==> src/rtl/eth_rx_pkg.sv <==
// Shared types and constants for the RMII receive-side frame dispatcher.
package eth_rx_pkg;

  localparam logic [15:0] ETH_ARP  = 16'h0806;
  localparam logic [15:0] ETH_IPV4 = 16'h0800;

  localparam logic DEST_ARP  = 1'b0;
  localparam logic DEST_IPV4 = 1'b1;

  typedef enum logic [2:0] {
    S_IDLE,
    S_SETTLE,
    S_CLASSIFY,
    S_DRAIN,
    S_REARM,
    S_WAIT_LOW
  } rx_state_e;

  typedef struct packed {
    logic fwd;
    logic dest;
  } route_t;

  // Unknown EtherTypes come back with fwd = 0, i.e. drop mode.
  function automatic route_t classify_etype(input logic [15:0] etype);
    route_t r;
    r.fwd  = 1'b0;
    r.dest = DEST_ARP;
    if (etype == ETH_ARP) begin
      r.fwd  = 1'b1;
      r.dest = DEST_ARP;
    end else if (etype == ETH_IPV4) begin
      r.fwd  = 1'b1;
      r.dest = DEST_IPV4;
    end
    return r;
  endfunction

endpackage

==> src/rtl/rx_ready_sync.sv <==
// Two-flop synchronizer bringing the 50 MHz frame-complete level into clk_100_mhz.
module rx_ready_sync (
  input  logic clk_100_mhz,
  input  logic rst,
  input  logic d,
  output logic q
);

  logic meta_q;
  logic sync_q;

  always_ff @(posedge clk_100_mhz or posedge rst) begin
    if (rst) begin
      meta_q <= 1'b0;
      sync_q <= 1'b0;
    end else begin
      meta_q <= d;
      sync_q <= meta_q;
    end
  end

  assign q = sync_q;

endmodule

==> src/rtl/rx_frame_dispatcher.sv <==
// Drains one received frame from the RMII FIFO, routes it by EtherType, then re-arms the receiver.
//
// state      | meaning
// -----------+-----------------------------------------------------------
// S_IDLE     | waiting for synchronized rx_ready
// S_SETTLE   | letting the FIFO empty flag cross domains
// S_CLASSIFY | latch forward/drop route and destination from EtherType
// S_DRAIN    | read FIFO words, present or discard them
// S_REARM    | rx_rearm_n held low
// S_WAIT_LOW | waiting for rx_ready to drop before accepting a new frame
module rx_frame_dispatcher
  import eth_rx_pkg::*;
#(
  parameter int SETTLE_CYCLES = 8,
  parameter int REARM_CYCLES  = 4,
  parameter int MAX_WORDS     = 400
) (
  input  logic        clk_100_mhz,
  input  logic        rst,
  input  logic        rx_ready,
  input  logic [15:0] rx_protocol_type,
  input  logic [31:0] fifo_dout,
  input  logic        fifo_empty,
  output logic        fifo_rd_en,
  output logic        rx_rearm_n,
  output logic [31:0] m_tdata,
  output logic        m_tvalid,
  input  logic        m_tready,
  output logic        m_tlast,
  output logic        m_tdest,
  output logic        busy,
  output logic [15:0] frame_count,
  output logic [15:0] drop_count
);

  localparam logic [15:0] SETTLE_LD = 16'(SETTLE_CYCLES);
  localparam logic [15:0] REARM_LD  = 16'(REARM_CYCLES - 1);
  localparam logic [8:0]  MAX_W     = 9'(MAX_WORDS);

  logic rx_ready_s;

  rx_ready_sync u_rx_ready_sync (
    .clk_100_mhz (clk_100_mhz),
    .rst         (rst),
    .d           (rx_ready),
    .q           (rx_ready_s)
  );

  rx_state_e   state_q, state_d;
  logic [15:0] settle_q, settle_d;
  logic [15:0] rearm_cnt_q, rearm_cnt_d;
  logic        rearm_n_q, rearm_n_d;
  logic        fwd_q, fwd_d;
  logic        tdest_q, tdest_d;
  logic [31:0] tdata_q, tdata_d;
  logic        tvalid_q, tvalid_d;
  logic        tlast_q, tlast_d;
  logic        pend_q, pend_d;
  logic [8:0]  word_cnt_q, word_cnt_d;
  logic [15:0] frame_cnt_q, frame_cnt_d;
  logic [15:0] drop_cnt_q, drop_cnt_d;
  logic        busy_q, busy_d;

  logic   rd_en;
  logic   capture;
  logic   sink_free;
  logic   hs;
  logic   at_max;
  route_t route;

  // FIFO dout holds its word until the next read, so a pending word can wait
  // out backpressure without a skid buffer.
  always_comb begin
    state_d     = state_q;
    settle_d    = settle_q;
    rearm_cnt_d = rearm_cnt_q;
    rearm_n_d   = rearm_n_q;
    fwd_d       = fwd_q;
    tdest_d     = tdest_q;
    tdata_d     = tdata_q;
    tvalid_d    = tvalid_q;
    tlast_d     = tlast_q;
    pend_d      = pend_q;
    word_cnt_d  = word_cnt_q;
    frame_cnt_d = frame_cnt_q;
    drop_cnt_d  = drop_cnt_q;
    rd_en       = 1'b0;
    capture     = 1'b0;
    route       = classify_etype(rx_protocol_type);
    at_max      = (word_cnt_q == MAX_W);
    hs          = tvalid_q && m_tready;
    sink_free   = !fwd_q || at_max || !tvalid_q || m_tready;

    unique case (state_q)
      S_IDLE: begin
        if (rx_ready_s) begin
          state_d  = S_SETTLE;
          settle_d = SETTLE_LD;
        end
      end
      S_SETTLE: begin
        if (settle_q == 16'd0) state_d = S_CLASSIFY;
        else                   settle_d = settle_q - 16'd1;
      end
      S_CLASSIFY: begin
        fwd_d      = route.fwd;
        tdest_d    = route.dest;
        word_cnt_d = 9'd0;
        pend_d     = 1'b0;
        state_d    = S_DRAIN;
      end
      S_DRAIN: begin
        rd_en   = !fifo_empty && sink_free;
        capture = pend_q && sink_free;
        pend_d  = rd_en || (pend_q && !capture);
        if (hs) begin
          tvalid_d = 1'b0;
          tlast_d  = 1'b0;
        end
        // Captures past MAX_WORDS are consumed but never presented.
        if (capture && !at_max) begin
          word_cnt_d = word_cnt_q + 9'd1;
          if (fwd_q) begin
            tdata_d  = fifo_dout;
            tvalid_d = 1'b1;
            tlast_d  = fifo_empty || ((word_cnt_q + 9'd1) == MAX_W);
          end
        end
        if (fifo_empty && !pend_q && (!tvalid_q || m_tready)) begin
          state_d     = S_REARM;
          rearm_cnt_d = REARM_LD;
          rearm_n_d   = 1'b0;
          if (!fwd_q)                  drop_cnt_d  = drop_cnt_q + 16'd1;
          else if (word_cnt_q != 9'd0) frame_cnt_d = frame_cnt_q + 16'd1;
        end
      end
      S_REARM: begin
        if (rearm_cnt_q == 16'd0) begin
          state_d   = S_WAIT_LOW;
          rearm_n_d = 1'b1;
        end else begin
          rearm_cnt_d = rearm_cnt_q - 16'd1;
        end
      end
      S_WAIT_LOW: begin
        if (!rx_ready_s) state_d = S_IDLE;
      end
      default: state_d = S_IDLE;
    endcase

    busy_d = (state_d != S_IDLE);
  end

  always_ff @(posedge clk_100_mhz or posedge rst) begin
    if (rst) begin
      state_q     <= S_IDLE;
      settle_q    <= 16'd0;
      rearm_cnt_q <= 16'd0;
      rearm_n_q   <= 1'b1;
      fwd_q       <= 1'b0;
      tdest_q     <= 1'b0;
      tdata_q     <= 32'd0;
      tvalid_q    <= 1'b0;
      tlast_q     <= 1'b0;
      pend_q      <= 1'b0;
      word_cnt_q  <= 9'd0;
      frame_cnt_q <= 16'd0;
      drop_cnt_q  <= 16'd0;
      busy_q      <= 1'b0;
    end else begin
      state_q     <= state_d;
      settle_q    <= settle_d;
      rearm_cnt_q <= rearm_cnt_d;
      rearm_n_q   <= rearm_n_d;
      fwd_q       <= fwd_d;
      tdest_q     <= tdest_d;
      tdata_q     <= tdata_d;
      tvalid_q    <= tvalid_d;
      tlast_q     <= tlast_d;
      pend_q      <= pend_d;
      word_cnt_q  <= word_cnt_d;
      frame_cnt_q <= frame_cnt_d;
      drop_cnt_q  <= drop_cnt_d;
      busy_q      <= busy_d;
    end
  end

  assign fifo_rd_en  = rd_en;
  assign rx_rearm_n  = rearm_n_q;
  assign m_tdata     = tdata_q;
  assign m_tvalid    = tvalid_q;
  assign m_tlast     = tlast_q;
  assign m_tdest     = tdest_q;
  assign busy        = busy_q;
  assign frame_count = frame_cnt_q;
  assign drop_count  = drop_cnt_q;

endmodule
==> config.mk <==
export PLATFORM = sky130hd
export DESIGN_NAME = rx_frame_dispatcher
export DESIGN_NICKNAME = d
export VERILOG_FILES = /design/src/rtl/eth_rx_pkg.sv /design/src/rtl/rx_ready_sync.sv /design/src/rtl/rx_frame_dispatcher.sv
export SDC_FILE = /design/constraint.sdc
export NUM_CORES = 1
export LEC_CHECK = 0
export CAP_MARGIN = 20
export CORE_UTILIZATION = 50
export DETAILED_ROUTE_END_ITERATION = 16
export PLACE_DENSITY = 0.79
export REMOVE_ABC_BUFFERS = 1
export SYNTH_ARGS = -nofsm -noshare
export SYNTH_HDL_FRONTEND = slang
export SYNTH_SLANG_ARGS = --single-unit
==> constraint.sdc <==
create_clock -name clk_100_mhz -period 4.55 [get_ports clk_100_mhz]
set_input_delay 1.1375 -clock clk_100_mhz [delete_from_list [all_inputs] [get_ports clk_100_mhz]]
set_output_delay 1.1375 -clock clk_100_mhz [all_outputs]
set_load 0.1 [all_outputs]
==> summary.txt <==
Clocking
  – Clock latency on the worst-skew pair: 0.40 ns
  – Clock transition at path regs: 0.06 ns
  – # H-tree levels: 4
  – CTS Buf Count: 17
  – CTS resizes: 0
  – Clock root buffer: clkbuf_16
  – CTS sink count: 117
  – CTS Buffer Depth: 2
  – Cts hold-fix bufs: 0
  – CTS tree: built
  – # Post-CTS Setup Buffers: 0

Die
  – Initial core utilization: 0.518
  – IO Pins: 123
  – Core area: 11000 um2
  – Die area: 11800 um2
  – Die height: 109 um
  – Chip Width: 109 um
  – FP Rows: 38

Route
  – Vias per cell: 5.67
  – DR WL/cell: 16.0 um
  – Iter 0 DRT Violations: 301
  – Total wire length: 12600 um
  – DRC Markers: 0
  – Via count: 4472
  – First-pass DRT Iterations: 5
  – Final ANT Viol Nets: 0

Timing
  – Slew Viols, Final: 0
  – Setup TNS: 0 ns
  – Final min period: 3.54 ns
  – Max Clk Rate: 282 MHz
  – Worst Tran Pin Value: 1.01 ns
  – Crit share post-route: 0.779
  – Final Hold Slack: 0.360 ns
  – Worst Skew: 0.0110 ns
  – Final setup violation count: 0
  – Rel. slew slack: 0.322
  – Slack of the critical path: 1.01 ns
  – Final hold violation count: 0
  – RSZ-0062 raised after global routing: no

Place
  – HPWL after detailed placement: 8670 um
  – Placement Cell Area: 6990 um2
  – Worst slack at placement: 1.02 ns
  – Dpl cells: 760
  – PortBufs: 122
  – Final GP Congestion: 0.825

Cells and area
  – Layout cells sized above 1: 0.128
  – Commonest cells after routing, fill and taps aside: clkdlybuf4s50_1, dfrtp_1, nand2_1
  – Register Area: 2930 um2
  – Non-Filler Instances: 789
  – Most common cell after layout, fill and taps aside: clkdlybuf4s50_1
  – Syn-to-layout area delta: 34.4%
  – Final net count: 698
  – Fill cells: 758
  – Design area: 7640 um2
  – Antenna cells: 0
  – Multi-input gate area: 2570 um2

Worst setup path
  – Type of the worst setup path: reg -> out
  – Critical path required time: 3.41 ns
  – RR Startpoint: word_cnt_q[0]
  – Critical Path Sink Type: output pin
  – Setup slack, reg-to-reg: 2.04 ns
  – Worst EP arrival: 2.41 ns
  – R2R depth: 6
  – Worst setup SP type: flip-flop
  – R2R Path End: m_tdata[13]
  – CP max FO: 7

Logic synthesis
  – Prevailing post-synth register cell: dfrtp_1
  – Synth Cell Area: 5690 um2
  – Seq/Total Area, Yosys: 0.515
  – Post-Syn Area per Cell: 11.2 um2
  – Fraction of synthesis flops using an asynchronous set or reset pin: 1.00
  – Post-synthesis cell count: 509
  – Synth Warn #: 0
  – Synth cell types: 56
  – Post-synth EDFFs: 0
  – Yosys reg bits: 117

Global routing
  – Total GRT Usage: 0.224
  – Initial antenna violation count: 0
  – First-pass GRT wire length: 20500 um
  – Largest net degree at the start of global routing: 68
  – Grt total ovfl: 0
  – Vias in the first global route: 4262

Flow run
  – Maxcap violations: 0

Pwr
  – VDD IR max: 0.000640 V
  – Pwr Density: 700 nW/um2
  – Static Leak: 3.26 nW

Worst hold path
  – Hold Crit Endpoint: u_rx_ready_sync.q
  – HP Class: reg -> reg
  – Worst Hold Path Cells: 0
  – Hold path start: u_rx_ready_sync.meta_q

Run status
  – Outcome: complete, no violations
[cell families (layout without fill, tap and decap cells)]
| group | Yosys count | after routing | synth area share |
|---|---|---|---|
| and+or+nand+nor | 201 | 201 | 0.192 |
| AOI/OAI and AO/OA | 72 | 72 | 0.0818 |
| adders and majority gates | 6 | 6 | 0.0132 |
| DFF | 117 | 117 | 0.515 |
| muxes | 44 | 44 | 0.103 |
| xor gates and xnor gates | 40 | 40 | 0.0616 |
| buffers and inverters | 29 | 169 | 0.0328 |
[worst max-delay path by stage]
| stage | from | to | slack, ns | cells past startpoint |
|---|---|---|---|---|
| floorplan | word_cnt_q[0] | fifo_rd_en | 0.03 | 6 |
| detailed placement | m_tready | fifo_rd_en | 1.02 | 6 |
| CTS | word_cnt_q[0] | fifo_rd_en | 0.99 | 7 |
| global placement | m_tready | fifo_rd_en | 1.01 | 6 |
| global route | word_cnt_q[0] | fifo_rd_en | 0.88 | 7 |
| finish | word_cnt_q[0] | fifo_rd_en | 1.01 | 7 |
[stage by stage]
step | total power (W) | util
after floorplan | 0.00331 | -
after global placement | 0.00382 | 0.636
after detailed placement | 0.00388 | 0.636
after CTS | 0.00537 | 0.696
after global routing | 0.00559 | 0.696
final | 0.00535 | 0.696
[layout make-up]
type | count | share of cell area
multi-input cells | 363 | 0.337
repair buffers | 125 | 0.164
flip-flops and latches | 117 | 0.383
clock inverters | 8 | 0.0226
well taps | 140 | 0.0229
inverters | 15 | 0.00769
clock buffers | 21 | 0.0629
[critical path, cell delays in order (launching register included)]
cell	delay [ns]
dfrtp_1	0.44
inv_1	0.12
ha_1	0.15
or4b_4	0.49
nor3_1	0.21
nor2_1	0.10
nor3_1	0.16
buf_4	0.33
[routing by layer]
layer  global-route usage  vias to the layer above  wire [um]
met5                    0                        -          0
met4               0.0878                        0        223
met3               0.0556                       21        857
met2                0.362                      178       6010
met1                0.289                     2169       5530
li1                     -                     2104          -
[flip-flops by register name (all words and copies together), names as in the netlist, 3 cells and up]
signal and count:
settle_q 16, word_cnt_q 9, m_tdata 32, drop_count 16, frame_count 16, rearm_cnt_q 16
state_q 3
[Yosys cell counts, types with 3 or more instances]
cell | n | area share
or4_1 | 9 | 0.012
nand4b_1 | 4 | 0.0062
xor2_1 | 6 | 0.0092
nor2b_1 | 5 | 0.0055
a211oi_1 | 5 | 0.0066
mux2_4 | 28 | 0.074
dfrtp_1 | 116 | 0.51
nand2_1 | 40 | 0.026
ha_1 | 6 | 0.013
a31oi_1 | 4 | 0.0044
xnor2_1 | 34 | 0.052
nor3_1 | 18 | 0.016
o21ai_0 | 16 | 0.014
mux2_2 | 6 | 0.012
o31ai_1 | 6 | 0.0079
nand3_1 | 31 | 0.027
mux2i_1 | 10 | 0.018
inv_1 | 15 | 0.0099
nor2_1 | 34 | 0.022
buf_12 | 3 | 0.011
nor4_1 | 6 | 0.0066
o211ai_1 | 3 | 0.0040
nand2b_1 | 5 | 0.0055
clkbuf_1 | 5 | 0.0033
a21oi_1 | 23 | 0.020
and3_2 | 3 | 0.0040
and3_1 | 5 | 0.0055
or3_1 | 6 | 0.0066
nand4_1 | 18 | 0.020
[power breakdown]
part | internal (W) | switching [W] | total [W]
Clock | 0.00102 | 0.000447 | 0.00147
Combinational | 0.000687 | 0.00161 | 0.00230
Sequential | 0.00133 | 0.000259 | 0.00159
Power figures use the tool's default switching activity.
